`config.mk`:
```
export PLATFORM = sky130hd
export DESIGN_NAME = pu_seq_flat
export DESIGN_NICKNAME = d
export VERILOG_FILES = /design/src/rtl/pu_seq_if.sv /design/src/rtl/pu_seq.sv /design/src/flat_wrapper.sv
export SDC_FILE = /design/constraint.sdc
export NUM_CORES = 1
export LEC_CHECK = 0
export CAP_MARGIN = 30
export CORE_MARGIN = 2
export CORE_UTILIZATION = 59
export CTS_BUF_LIST = sky130_fd_sc_hd__clkbuf_2 sky130_fd_sc_hd__clkbuf_4 sky130_fd_sc_hd__clkbuf_8
export CTS_CLUSTER_SIZE = 14
export DETAILED_ROUTE_END_ITERATION = 16
export DONT_BUFFER_PORTS = 1
export PLACE_DENSITY = 0.79
export SYNTH_ARGS = -nofsm -noshare
export SYNTH_HDL_FRONTEND = slang
export SYNTH_SLANG_ARGS = --single-unit
```
`constraint.sdc`:
```
create_clock -name clk -period 1.4 [get_ports clk]
set_input_delay 0.42 -clock clk [delete_from_list [all_inputs] [get_ports clk]]
set_output_delay 0.42 -clock clk [all_outputs]
set_load 0.05 [all_outputs]
```
`src/rtl/pu_seq_if.sv`:
```
// Host/decoder control bundle for the processing-unit sequencer.
// slave = sequencer side, master = host/decoder side.
interface pu_seq_if #(parameter int CNTW = 16);
  logic            run;
  logic            step;
  logic            halt_req;
  logic            dec_h;
  logic            dec_we;
  logic            ir_le;
  logic            pc_en;
  logic            rf_we;
  logic [2:0]      st;
  logic            busy;
  logic            halted;
  logic            step_ack;
  logic [CNTW-1:0] retired;
  logic [CNTW-1:0] cycles;

  modport slave (
    input  run, step, halt_req, dec_h, dec_we,
    output ir_le, pc_en, rf_we, st, busy, halted, step_ack, retired, cycles
  );

  modport master (
    output run, step, halt_req, dec_h, dec_we,
    input  ir_le, pc_en, rf_we, st, busy, halted, step_ack, retired, cycles
  );
endinterface

```
`src/rtl/pu_seq.sv`:
```
// Multi-cycle FETCH/EXEC/WB sequencer with host run/step/halt control
// and retired-instruction / active-cycle counters.
module pu_seq #(
  parameter int CNTW = 16
) (
  input  logic    clk,
  input  logic    rst,
  pu_seq_if.slave bus
);

  typedef enum logic [2:0] {
    S_IDLE  = 3'd0,
    S_FETCH = 3'd1,
    S_EXEC  = 3'd2,
    S_WB    = 3'd3,
    S_HALT  = 3'd4
  } state_t;

  state_t          r_state, w_next;
  logic            r_ss, w_ss_nxt;
  logic            r_ack, w_ack_nxt;
  logic [CNTW-1:0] r_retired, r_cycles;
  logic            w_busy, w_wb;

  assign w_busy = (r_state == S_FETCH) || (r_state == S_EXEC) || (r_state == S_WB);
  assign w_wb   = (r_state == S_WB);

  always_comb begin
    w_next    = r_state;
    w_ss_nxt  = r_ss;
    w_ack_nxt = 1'b0;
    case (r_state)
      S_IDLE: begin
        if (bus.step) begin
          w_next   = S_FETCH;
          w_ss_nxt = 1'b1;
        end else if (bus.run && !bus.halt_req) begin
          w_next   = S_FETCH;
          w_ss_nxt = 1'b0;
        end
      end
      S_FETCH: w_next = S_EXEC;
      S_EXEC:  w_next = S_WB;
      S_WB: begin
        if (bus.dec_h) begin
          w_next = S_HALT;
        end else if (r_ss) begin
          w_next    = S_IDLE;
          w_ss_nxt  = 1'b0;
          w_ack_nxt = 1'b1;
        end else if (bus.halt_req || !bus.run) begin
          w_next = S_IDLE;
        end else begin
          w_next = S_FETCH;
        end
      end
      S_HALT:  w_next = S_HALT;
      default: w_next = S_IDLE;
    endcase
  end

  always_ff @(posedge clk) begin
    if (rst) begin
      r_state   <= S_IDLE;
      r_ss      <= 1'b0;
      r_ack     <= 1'b0;
      r_retired <= '0;
      r_cycles  <= '0;
    end else begin
      r_state <= w_next;
      r_ss    <= w_ss_nxt;
      r_ack   <= w_ack_nxt;
      if (w_wb)   r_retired <= r_retired + 1'b1;
      if (w_busy) r_cycles  <= r_cycles + 1'b1;
    end
  end

  // rst gates the write strobes so an aborted WB never commits
  assign bus.ir_le    = (r_state == S_FETCH);
  assign bus.rf_we    = w_wb && bus.dec_we && !rst;
  assign bus.pc_en    = w_wb && !bus.dec_h && !rst;
  assign bus.st       = r_state;
  assign bus.busy     = w_busy;
  assign bus.halted   = (r_state == S_HALT);
  assign bus.step_ack = r_ack;
  assign bus.retired  = r_retired;
  assign bus.cycles   = r_cycles;

endmodule

```
`src/flat_wrapper.sv`:
```
// flat-port wrapper written by rule: the top's interface ports become plain ports
module pu_seq_flat 
#(
  parameter int CNTW = 16
)
  (clk, rst, bus_run, bus_step, bus_halt_req, bus_dec_h, bus_dec_we, bus_ir_le, bus_pc_en, bus_rf_we, bus_st, bus_busy, bus_halted, bus_step_ack, bus_retired, bus_cycles);
  pu_seq_if #(.CNTW(CNTW)) bus_i ();
  input  logic clk;
  input  logic rst;
  input wire logic [$bits(bus_i.run)-1:0] bus_run;
  input wire logic [$bits(bus_i.step)-1:0] bus_step;
  input wire logic [$bits(bus_i.halt_req)-1:0] bus_halt_req;
  input wire logic [$bits(bus_i.dec_h)-1:0] bus_dec_h;
  input wire logic [$bits(bus_i.dec_we)-1:0] bus_dec_we;
  output wire logic [$bits(bus_i.ir_le)-1:0] bus_ir_le;
  output wire logic [$bits(bus_i.pc_en)-1:0] bus_pc_en;
  output wire logic [$bits(bus_i.rf_we)-1:0] bus_rf_we;
  output wire logic [$bits(bus_i.st)-1:0] bus_st;
  output wire logic [$bits(bus_i.busy)-1:0] bus_busy;
  output wire logic [$bits(bus_i.halted)-1:0] bus_halted;
  output wire logic [$bits(bus_i.step_ack)-1:0] bus_step_ack;
  output wire logic [$bits(bus_i.retired)-1:0] bus_retired;
  output wire logic [$bits(bus_i.cycles)-1:0] bus_cycles;
  assign bus_i.run = bus_run;
  assign bus_i.step = bus_step;
  assign bus_i.halt_req = bus_halt_req;
  assign bus_i.dec_h = bus_dec_h;
  assign bus_i.dec_we = bus_dec_we;
  assign bus_ir_le = bus_i.ir_le;
  assign bus_pc_en = bus_i.pc_en;
  assign bus_rf_we = bus_i.rf_we;
  assign bus_st = bus_i.st;
  assign bus_busy = bus_i.busy;
  assign bus_halted = bus_i.halted;
  assign bus_step_ack = bus_i.step_ack;
  assign bus_retired = bus_i.retired;
  assign bus_cycles = bus_i.cycles;
  pu_seq #(.CNTW(CNTW)) u_core (.clk(clk), .rst(rst), .bus(bus_i));
endmodule
```
==> results of run 1 <==
metrics by stage:
| stage | hold WS (ps) | setup TNS (ps) | worst slack, ps |
|---|---|---|---|
| after global placement | 473.1 | -794.0 | -109.9 |
| after floorplan | 478.7 | -2876 | -311.5 |
| after detailed placement | 487.7 | -2007 | -192.4 |
cell usage after synthesis (2+ instances only):
cell type / n / area (sq um)
clkbuf_1: 6 / 22.52
nand3_1: 11 / 55.05
o21ai_0: 10 / 50.05
buf_4: 2 / 15.01
nand2b_1: 2 / 12.51
nand4b_1: 2 / 17.52
or4_1: 4 / 30.03
o31ai_1: 5 / 37.54
ha_1: 2 / 25.02
nand4_2: 2 / 25.02
nor3b_1: 2 / 15.01
xor2_1: 9 / 78.83
xnor2_1: 9 / 78.83
nand4_1: 5 / 31.28
nand2_1: 15 / 56.30
nor2_1: 21 / 78.83
or3_1: 6 / 37.54
a21oi_1: 16 / 80.08
nor3_1: 7 / 35.03
and3_1: 3 / 18.77
inv_1: 3 / 11.26
and4_1: 2 / 17.52
dfxtp_1: 37 / 740.7
and2_1: 6 / 37.54
nor4_1: 2 / 12.51
buf_2: 2 / 10.01
logic make-up after synthesis:
logic type / share of synthesized area
muxes: 0.005710
DFF: 0.4226
buffers and inverters: 0.03997
adders and majority gates: 0.01427
AOI/OAI and AO/OA: 0.1071
xor gates and xnor gates: 0.08994
and+or+nand+nor: 0.3205
==> metrics.txt, run 1 <==
status stopped before the end; Stopped at clock tree synthesis; Error [ERROR DPL-0033] detailed placement checks failed during check placement.; post-synthesis register bit count 37; syn_nets 210; sequential area share after synthesis 0.4226; Post-synth ARST share 0; clock root cell clkbuf_4; placed cells roughly 290; CTS Buf Count 5; H-tree lvl count 2; Yosys cell types 36; Avg Cell Area, Syn ~8.7 sq um; post-cts hold buffer count 0; Post-synth EDFFs 0; YS warnings 0; cells after synthesis 201; Post-synth top flop dfxtp_1; area of placed instances about 2400 sq um; height of the chip between 50 and 60 um; Starting Density 0.6302; setup bufs post-CTS 3; num ports 48; IO Port Bufs 0; post_cts resized 63; hpwl dp around 3.6 mm; die span in x approximately 59 um; Post-Syn Area around 1800 sq um; Cell Rows 19; GPL Wtd Cong 0.8212; CTS sink count 37; Longest Clk Path Bufs 2
==> run 2, diff against run 1 <==
- CORE_UTILIZATION: 59 -> 40
- CTS_BUF_LIST: sky130_fd_sc_hd__clkbuf_2 sky130_fd_sc_hd__clkbuf_4 sky130_fd_sc_hd__clkbuf_8 -> not set
- CTS_CLUSTER_SIZE: 14 -> not set
- PLACE_DENSITY: 0.79 -> not set
- PLACE_DENSITY_LB_ADDON: not set -> 0.15
- clock period: 1.4 -> 1.8 ns (I/O delays scaled with it)
==> metrics.txt, run 2 <==
YS warnings 0 (unchanged); FF+latch area 767.0 sq um; sw frac 0.2931; most frequent cell after synthesis dfxtp_1; post-synthesis register bit count 37 (unchanged); height of the chip 70.20 um (+20%); Reg power frac 0.465; CP endpoint kind primary output; clock root cell clkbuf_8; Area Growth Syn to Fin 33.48%; Comb pwr share 0.200; # DRC 0; Yosys cell types 36 (unchanged); die area 4928 sq um; Slew @ Worst Pin about 550 ps; Yosys top cell area share 0.4226 (unchanged); first-pass GRT wire length roughly 7.1 mm; area of the multi-input gates 989.7 sq um; Final WS setup -15.12 ps; Fmax achieved between 500 and 600 MHz; GPL Wtd Cong 0.8732 (+6.3%); Sw Pwr approximately 0.00056 W; post-layout min period about 1800 ps; Largest stage delay, worst path approximately 330 ps; design area approximately 2300 sq um; synth cell count leaders dfxtp_1 (37), nor2_1 (21), a21oi_1 (16), nand2_1 (15), nand3_1 (11); CTS tree built; syn_nets 210 (unchanged); Clk pwr share 0.335; Post-synth EDFFs 0 (unchanged); layout cells sized above 1 0.3443; Starting Density 0.4082 (-0.2220); Post-Syn Area 1753 sq um (unchanged); Post-synth top flop dfxtp_1; Peak supply drop around 0.00056 V; final core utilization 0.5449; critical path type flip-flop to primary output; CTS sink count 37 (unchanged); hpwl dp 3.029 mm (-16%); ant diodes 0; CP Data Required Time about 1300 ps; sequential area share after synthesis 0.4226 (unchanged); status finished with violations; H-tree lvl count 2 (unchanged); Longest Clk Path Bufs 2 (unchanged); final worst-path cycle share 1.008; commonest non-fill, non-tap cells in the layout buf_4 (39), nor2_1 (20), dfxtp_1 (20); 1st-iter DRT viols 57; routed vias around 1600; area of the core between 4000 and 5000 sq um; reg2reg end u_core.bus.retired[15]; Worst R2R Setup Slack approximately 130 ps; maxcap violations 0; Hold Path End u_core.bus.retired[6]; Via density about 5.4; nets around 250; Avg Cell Area, Syn 8.721 sq um (unchanged); Hold WC Path Type input port to flip-flop; failing checks setup timing; RSZ-0062 raised after global routing true; Total GRT Usage 0.1782; P per Cell Area 809.6 nW/um^2; critical hold path startpoint rst; commonest non-fill, non-tap cell in the layout buf_4; initial antenna violation count 0; Hold Vio Cnt, Final 0; Leak Pwr 0.9315 nW; critical path peak fanout 4; cell taking the most area after synthesis dfxtp_1; Filler cells 391; Rel. slew slack 0.6295; die span in x 70.20 um (+20%); vias in the first global route roughly 1600; IO Port Bufs 0 (unchanged); post-route setup TNS -27.98 ps; largest net degree at the start of global routing 39; Routed WL approximately 4.2 mm; critical path arrival between 1000 and 1500 ps; CTS Buf Count 5 (unchanged); crit start category flip-flop; Slowest-stage cell, CP dfxtp_2; post-cts hold buffer count 0 (unchanged); smallest hold slack roughly 320 ps; Post-DRT Antenna Nets 0; FF-to-FF path depth 4; Pint roughly 0.0013 W; clock skew 1.580 ps; Cell Rows 24 (+5); area of placed instances 2160 sq um (-11%); Worst Hold Depth 1; GRT overflow 0; Final Max Tran Viols 0; num ports 48 (unchanged); critical path, cell by cell nand3b_4 > buf_8 > nor3b_4 > buf_12; clock latency on the worst-skew pair between 200 and 300 ps; TritonRoute pass-1 iters 4; worst r2r src u_core.bus.retired[8]; final setup fails 2; cells after synthesis 201 (unchanged); Post-synth ARST share 0 (unchanged); Reg clk slew, reported paths ~70 ps; largest cells by area after synthesis dfxtp_1 (42%), a21oi_1 (4.6%), nor2_1 (4.5%); wire per inst approximately 14 um
## run 2: area by class of cell
cell class	instances	share of cell area
Clock buffer	7	0.04118
Multi-Input combinational cell	150	0.4230
Inverter	3	0.004813
Timing Repair Buffer	46	0.1733
Sequential cell	37	0.3278
Tap cell	52	0.02781
Clock inverter	1	0.002139
## run 2: power by group through the flow
stage	logic, W	clock network, W	registers [W]
3_3_place_gp	0.000330	0	0.000895
3_5_place_dp	0.000340	0	0.000898
4_1_cts	0.000358	0.000649	0.000880
2_1_floorplan	0.000215	0	0.000972
5_1_grt	0.000401	0.000686	0.000886
6_report	0.000379	0.000634	0.000882
## run 2: cell families (layout without fill, tap and decap cells)
kind of cell / Yosys count / in the layout / synth area share
simple gates: 96 / 96 / 0.3205
flops: 37 / 37 / 0.4226
compound gates: 33 / 33 / 0.1071
xor+xnor: 18 / 18 / 0.08994
buf+inv: 14 / 57 / 0.03997
fa+ha+maj: 2 / 2 / 0.01427
mux: 1 / 1 / 0.005710
## run 2: worst max path at each step
| stage | slack (ps) | cells past startpoint | from | end |
|---|---|---|---|---|
| final | -20 | 4 | u_core.bus.st[2] | bus_rf_we |
| after global routing | -80 | 4 | u_core.bus.st[2] | bus_rf_we |
| after CTS | -50 | 4 | u_core.bus.st[2] | bus_rf_we |
| after detailed placement | 170 | 4 | u_core.bus.retired[1] | u_core.bus.retired[13] |
| after global placement | 220 | 4 | u_core.bus.retired[1] | u_core.bus.retired[15] |
| after floorplan | -30 | 4 | u_core.bus.st[1] | bus_rf_we |
## run 2: repair_timing
item	CTS	global route
endpoints found under the setup margin	4	8
cloned	0	0
resized for setup	6	9
pin swaps	1	4
setup buffers	3	1
## run 2: worst max-delay path, delay by kind of cell, from the launching register on
kind	cells	cell delay, ps
buf+inv	2	290
simple gates	2	360
flops	1	330
## run 2: metrics by stage
stage,setup WS (ps),instances,total power (W)
finish,-15.12,296,0.001894
global route,-75.89,296,0.001973
CTS,-50.52,295,0.001886
detailed placement,170.3,284,0.001238
global placement,220.6,284,0.001225
floorplan,-29.96,201,0.001188
## run 2: per-layer routing
metal | track usage | part of all wire | up-vias
li1 | - | - | 796
met1 | 0.1929 | 0.41 | 746
met2 | 0.3302 | 0.53 | 41
met3 | 0.06061 | 0.054 | 5
met4 | 0.04487 | 0.0096 | 0
met5 | 0 | 0 | -
No activity file was read; power rests on OpenSTA's default activity.
